$ cat config.mk
export PLATFORM = sky130hd
export DESIGN_NAME = cpu_clock_gen
export DESIGN_NICKNAME = d
export VERILOG_FILES = /design/src/rtl/cpu_clock_gen.sv
export SDC_FILE = /design/constraint.sdc
export NUM_CORES = 1
export LEC_CHECK = 0
export CAP_MARGIN = 20
export CORE_ASPECT_RATIO = 1.4
export CORE_UTILIZATION = 42
export CTS_CLUSTER_SIZE = 25
export DETAILED_ROUTE_END_ITERATION = 6
export PLACE_DENSITY = 0.68
export SLEW_MARGIN = 30
export SYNTH_ARGS = -nofsm -noshare
export SYNTH_HDL_FRONTEND = slang
export SYNTH_SLANG_ARGS = --single-unit
$ cat constraint.sdc
create_clock -name U -period 3.4 [get_ports U]
set_input_delay 0.68 -clock U [delete_from_list [all_inputs] [get_ports U]]
set_output_delay 0.68 -clock U [all_outputs]
set_load 0.01 [all_outputs]
$ cat src/rtl/cpu_clock_gen.sv
// cpu_clock_gen: CPU clock T and active-low sync clear _SC from fabric clock U (optional stall stretch: CPUCLK_STRETCH_EN)
module cpu_clock_gen #(
  parameter int CNTW      = 16,
  parameter int CLRPULSES = 4
) (
  input  logic            U,
  input  logic            RESET,
  input  logic            run,
  input  logic            step_req,
  output logic            step_ack,
  input  logic [CNTW-1:0] half_lo,
  input  logic [CNTW-1:0] half_hi,
  input  logic            stall,
  output logic            T,
  output logic            _SC,
  output logic            busy,
  output logic [31:0]     ncycles
);
  localparam int PW = $clog2(CLRPULSES + 1);
  typedef enum logic [2:0] {CLR_LO, CLR_HI, IDLE, LO, HI} state_t;
  state_t state, state_n;
  logic [CNTW-1:0] cnt, cnt_n;
  logic [PW-1:0] clr, clr_n;
  logic [31:0] nc_n;
  logic [2:0] sync;
  logic t_n, sc_n, ack_n, flag, flag_n, done, step_edge, hold;
  assign done = cnt == '0;
  assign step_edge = sync[1] & ~sync[2];
  assign busy = state != IDLE;
`ifdef CPUCLK_STRETCH_EN
  assign hold = stall;
`else
  assign hold = stall & 1'b0;
`endif
  // two-flop synchroniser plus one delay stage for step_req edge detection
  always_ff @(posedge U or posedge RESET)
    if (RESET) sync <= '0;
    else sync <= {sync[1:0], step_req};
  // state and output registers; T, _SC and step_ack leave straight from flops
  always_ff @(posedge U or posedge RESET)
    if (RESET) begin
      state    <= CLR_LO;
      cnt      <= '0;
      clr      <= '0;
      T        <= 1'b0;
      _SC      <= 1'b0;
      step_ack <= 1'b0;
      flag     <= 1'b0;
      ncycles  <= '0;
    end else begin
      state    <= state_n;
      cnt      <= cnt_n;
      clr      <= clr_n;
      T        <= t_n;
      _SC      <= sc_n;
      step_ack <= ack_n;
      flag     <= flag_n;
      ncycles  <= nc_n;
    end
  // next-state: phases end when cnt hits zero, half_* sampled only on phase entry
  always_comb begin
    state_n = state;
    cnt_n   = cnt - CNTW'(1);
    clr_n   = clr;
    t_n     = T;
    sc_n    = _SC;
    ack_n   = 1'b0;
    flag_n  = flag;
    nc_n    = ncycles;
    unique case (state)
      CLR_LO:
        if (done && clr == PW'(CLRPULSES)) begin
          state_n = IDLE;
          sc_n    = 1'b1;
          cnt_n   = '0;
        end else if (done) begin
          state_n = CLR_HI;
          t_n     = 1'b1;
          cnt_n   = half_hi;
          clr_n   = clr + PW'(1);
          nc_n    = ncycles + 32'd1;
        end
      CLR_HI:
        if (done) begin
          state_n = CLR_LO;
          t_n     = 1'b0;
          cnt_n   = half_lo;
        end
      IDLE: begin
        cnt_n = cnt;
        if (run || step_edge) begin
          state_n = LO;
          cnt_n   = half_lo;
          flag_n  = ~run;
        end
      end
      LO:
        if (done && hold) cnt_n = '0;
        else if (done) begin
          state_n = HI;
          t_n     = 1'b1;
          cnt_n   = half_hi;
          nc_n    = ncycles + 32'd1;
        end
      HI:
        if (done) begin
          t_n     = 1'b0;
          cnt_n   = half_lo;
          state_n = (run && !flag) ? LO : IDLE;
          ack_n   = flag;
          flag_n  = 1'b0;
        end
      default: state_n = IDLE;
    endcase
  end
endmodule

==> key figures <==
Timing
  – Least-Margin Pin Slew: about 840 ps
  – Setup TNS: 0 ps
  – Max-slew violations: 0
  – Final Setup Violations: 0
  – Max_slew headroom: 0.437
  – Final WS setup: 503 ps
  – Hold WS: between 300 and 400 ps
  – RSZ-0062 raised after global routing: no
  – Fmax: ~350 MHz
  – Hold Vio Cnt, Final: 0
  – Worst Clk Skew: between 5 and 6 ps
  – Final Cycle Share: 0.852
  – Min cycle time layout: approximately 2900 ps

Logic synthesis
  – Syn avg cell area: 9.56 um2
  – Seq cells post-synth: ~60
  – Post-synth EDFFs: 0
  – Ys Warns: 0
  – Synth Flop Type: dfrtp_1
  – Syn Inst Count: roughly 370
  – Synth top area share: 0.436
  – Synth Cell Area: approximately 3500 um2
  – Syn_nets: 407
  – Synth cell count leaders: dfrtp_1, nand2_1, nor2_1
  – Unique masters post-synth: between 60 and 70
  – FFs w/ async S/R, synth: 1.00
  – Sequential area share after synthesis: 0.436
  – Synth area leaders: dfrtp_1, xor2_1, xnor2_1, nor3_1, nand2_1
  – Most common cell in the netlist: dfrtp_1
  – Post-synth top area cell: dfrtp_1

Finish
  – Area of the multi-input gates: approximately 1800 um2
  – Area growth, synth to finish: 32.9%
  – Storage cell area: around 1500 um2
  – # fillers: about 750
  – Nets@finish: 480
  – Antenna diode count: 0
  – Fraction of layout cells with a size suffix above 1: 0.104
  – Final Util: 0.574

Place
  – Dpl ws: roughly 560 ps
  – Post-DP HPWL: approximately 6400 um
  – Number of port buffers: slightly above 70
  – GPL Wtd Cong: roughly 0.88

Min path
  – Hold depth: 0
  – Hold path start: sync[0]$_DFF_PP0_
  – Worst Hold End: sync[1]$_DFF_PP0_
  – HP Class: reg -> reg

Clock network
  – CTS H-Tree Depth: 3
  – CTS Buf Count: 9
  – Worst-path clk slew: 50 ps
  – Hold buffer count at CTS: 0
  – Post-cts sizing count: 0
  – CTS root buffer: clkbuf_16
  – CTS tree: built
  – CTS max path bufs: 2
  – Skew-Pair Late Insertion Delay: 330 ps
  – Sink Count: slightly above 60
  – Setup repair bufs after CTS: 0

Floorplanning
  – Initial Utilization: 0.432
  – Core region area: a little over 8000 um2
  – Top Ports: 73
  – Core Rows: 39
  – DIE HEIGHT: around 110 um
  – Die area: a little under 9000 um2
  – Die width: 79.1 um

Routing
  – DR iter-0 viols: 175
  – Final ANT Viol Nets: 0
  – DRC: 0
  – Drt via density: about 5.9
  – Via count: 3200
  – Final WL: 9140 um
  – Avg WL per Cell: approximately 17 um
  – Detailed Routing Iterations Pass 1: 4

Global routing
  – Global-route wire length before repair: approximately 15000 um
  – Initial antenna violation count: 0
  – GRT Util Overall: 0.223
  – Pin count of the biggest net entering global routing: 33
  – Grt met3 use: 0.0626
  – Met1 global-route usage: 0.261
  – Gr ovfl total: 0
  – Vias in the first global route: slightly above 3000
  – GRT busiest layer: met2
  – M2 GR Usage: 0.379

Pwr
  – PD cells: roughly 380 nW/um2
  – Max VDD drop: roughly 0.00029 V
  – Tot Pwr: ~0.0018 W
  – LEAKAGE: a little under 2 nW

Critical path
  – Worst reg2reg path endpoint: cnt[11]$_DFFE_PP0P_
  – Crit path DAT: around 3000 ps
  – Crit-path max FO: 13
  – R2r startpoint: cnt[0]$_DFFE_PP0P_
  – Reg-to-reg setup timing slack: between 500 and 600 ps
  – CP startpoint kind: register
  – Required time worst endpoint: 3590 ps
  – Worst reg-to-reg path cell count: 8
  – CP endpoint kind: register
  – Critical path class: reg -> reg

Job
  – Total of max-cap violations: 0

Status
  – Run status: completed
worst max path at each step:
stage | from | slack (ps) | end
2_1_floorplan | cnt[0]$_DFFE_PP0P_ | 900 | cnt[3]$_DFFE_PP0P_
3_3_place_gp | cnt[0]$_DFFE_PP0P_ | 580 | cnt[11]$_DFFE_PP0P_
3_5_place_dp | cnt[0]$_DFFE_PP0P_ | 560 | cnt[0]$_DFFE_PP0P_
4_1_cts | cnt[0]$_DFFE_PP0P_ | 530 | cnt[14]$_DFFE_PP0P_
5_1_grt | cnt[0]$_DFFE_PP0P_ | 280 | cnt[7]$_DFFE_PP0P_
6_report | cnt[0]$_DFFE_PP0P_ | 500 | cnt[11]$_DFFE_PP0P_
final cells by class:
class / instances / share of cell area
Tap cell: 102 / 0.0275
Multi-Input combinational cell: 266 / 0.387
Sequential cell: 61 / 0.328
Clock inverter: 4 / 0.0102
Timing Repair Buffer: 83 / 0.178
Clock buffer: 11 / 0.0544
Inverter: 18 / 0.0145
metrics by stage:
| step | area, um2 | instances |
|---|---|---|
| 4_1_cts | 4650 | 545 |
| 3_3_place_gp | 4350 | 530 |
| 5_1_grt | 4650 | 545 |
| 2_1_floorplan | 3500 | 366 |
| 3_5_place_dp | 4350 | 530 |
| 6_report | 4650 | 545 |
sequential cells by signal (all words and copies together), names as in the netlist:
name      cells
T             1
ncycles      32
clr           3
_SC           1
sync          3
cnt          16
state         3
step_ack      1
flag          1
worst max-delay path, stage by stage, from the launching register on:
cell	delay (ps)
dfrtp_1	380
inv_1	90
ha_1	220
or4b_1	610
nor4_4	360
buf_4	240
nor2_1	190
nor2_1	470
o311ai_0	190
cells in the final DEF, fill, tap and decap left out, drive strengths merged, types with 8 or more instances in the layout:
cell           count
nor3              21
nand4              9
nor4              14
nand3             16
buf               12
o21ai             14
dfrtp             61
nand2             25
a221oi             8
nor2              23
xnor2             13
xor2              20
o31ai              9
a21oi             10
clkdlybuf4s50     71
inv               18
clkbuf            11
power by group:
part,total (W),internal [W],leakage [nW],switching [W]
Clock,0.000918,0.000599,0.147,0.000318
Combinational,0.0000858,0.0000495,0.981,0.0000363
Sequential,0.000752,0.000736,0.805,0.0000152
cell families after synthesis:
logic type,synth area share
XOR/XNOR,0.0826
buffers and inverters,0.0504
AO/OA/AOI/OAI,0.181
AND/OR/NAND/NOR,0.235
adder cells (fa/ha/maj),0.0143
flip-flops,0.436
metal layers:
layer / up-vias / share of wire
li1: 1529 / -
met1: 1535 / 0.41
met2: 118 / 0.50
met3: 18 / 0.076
met4: 0 / 0.021
met5: - / 0
Power figures use the tool's default switching activity.
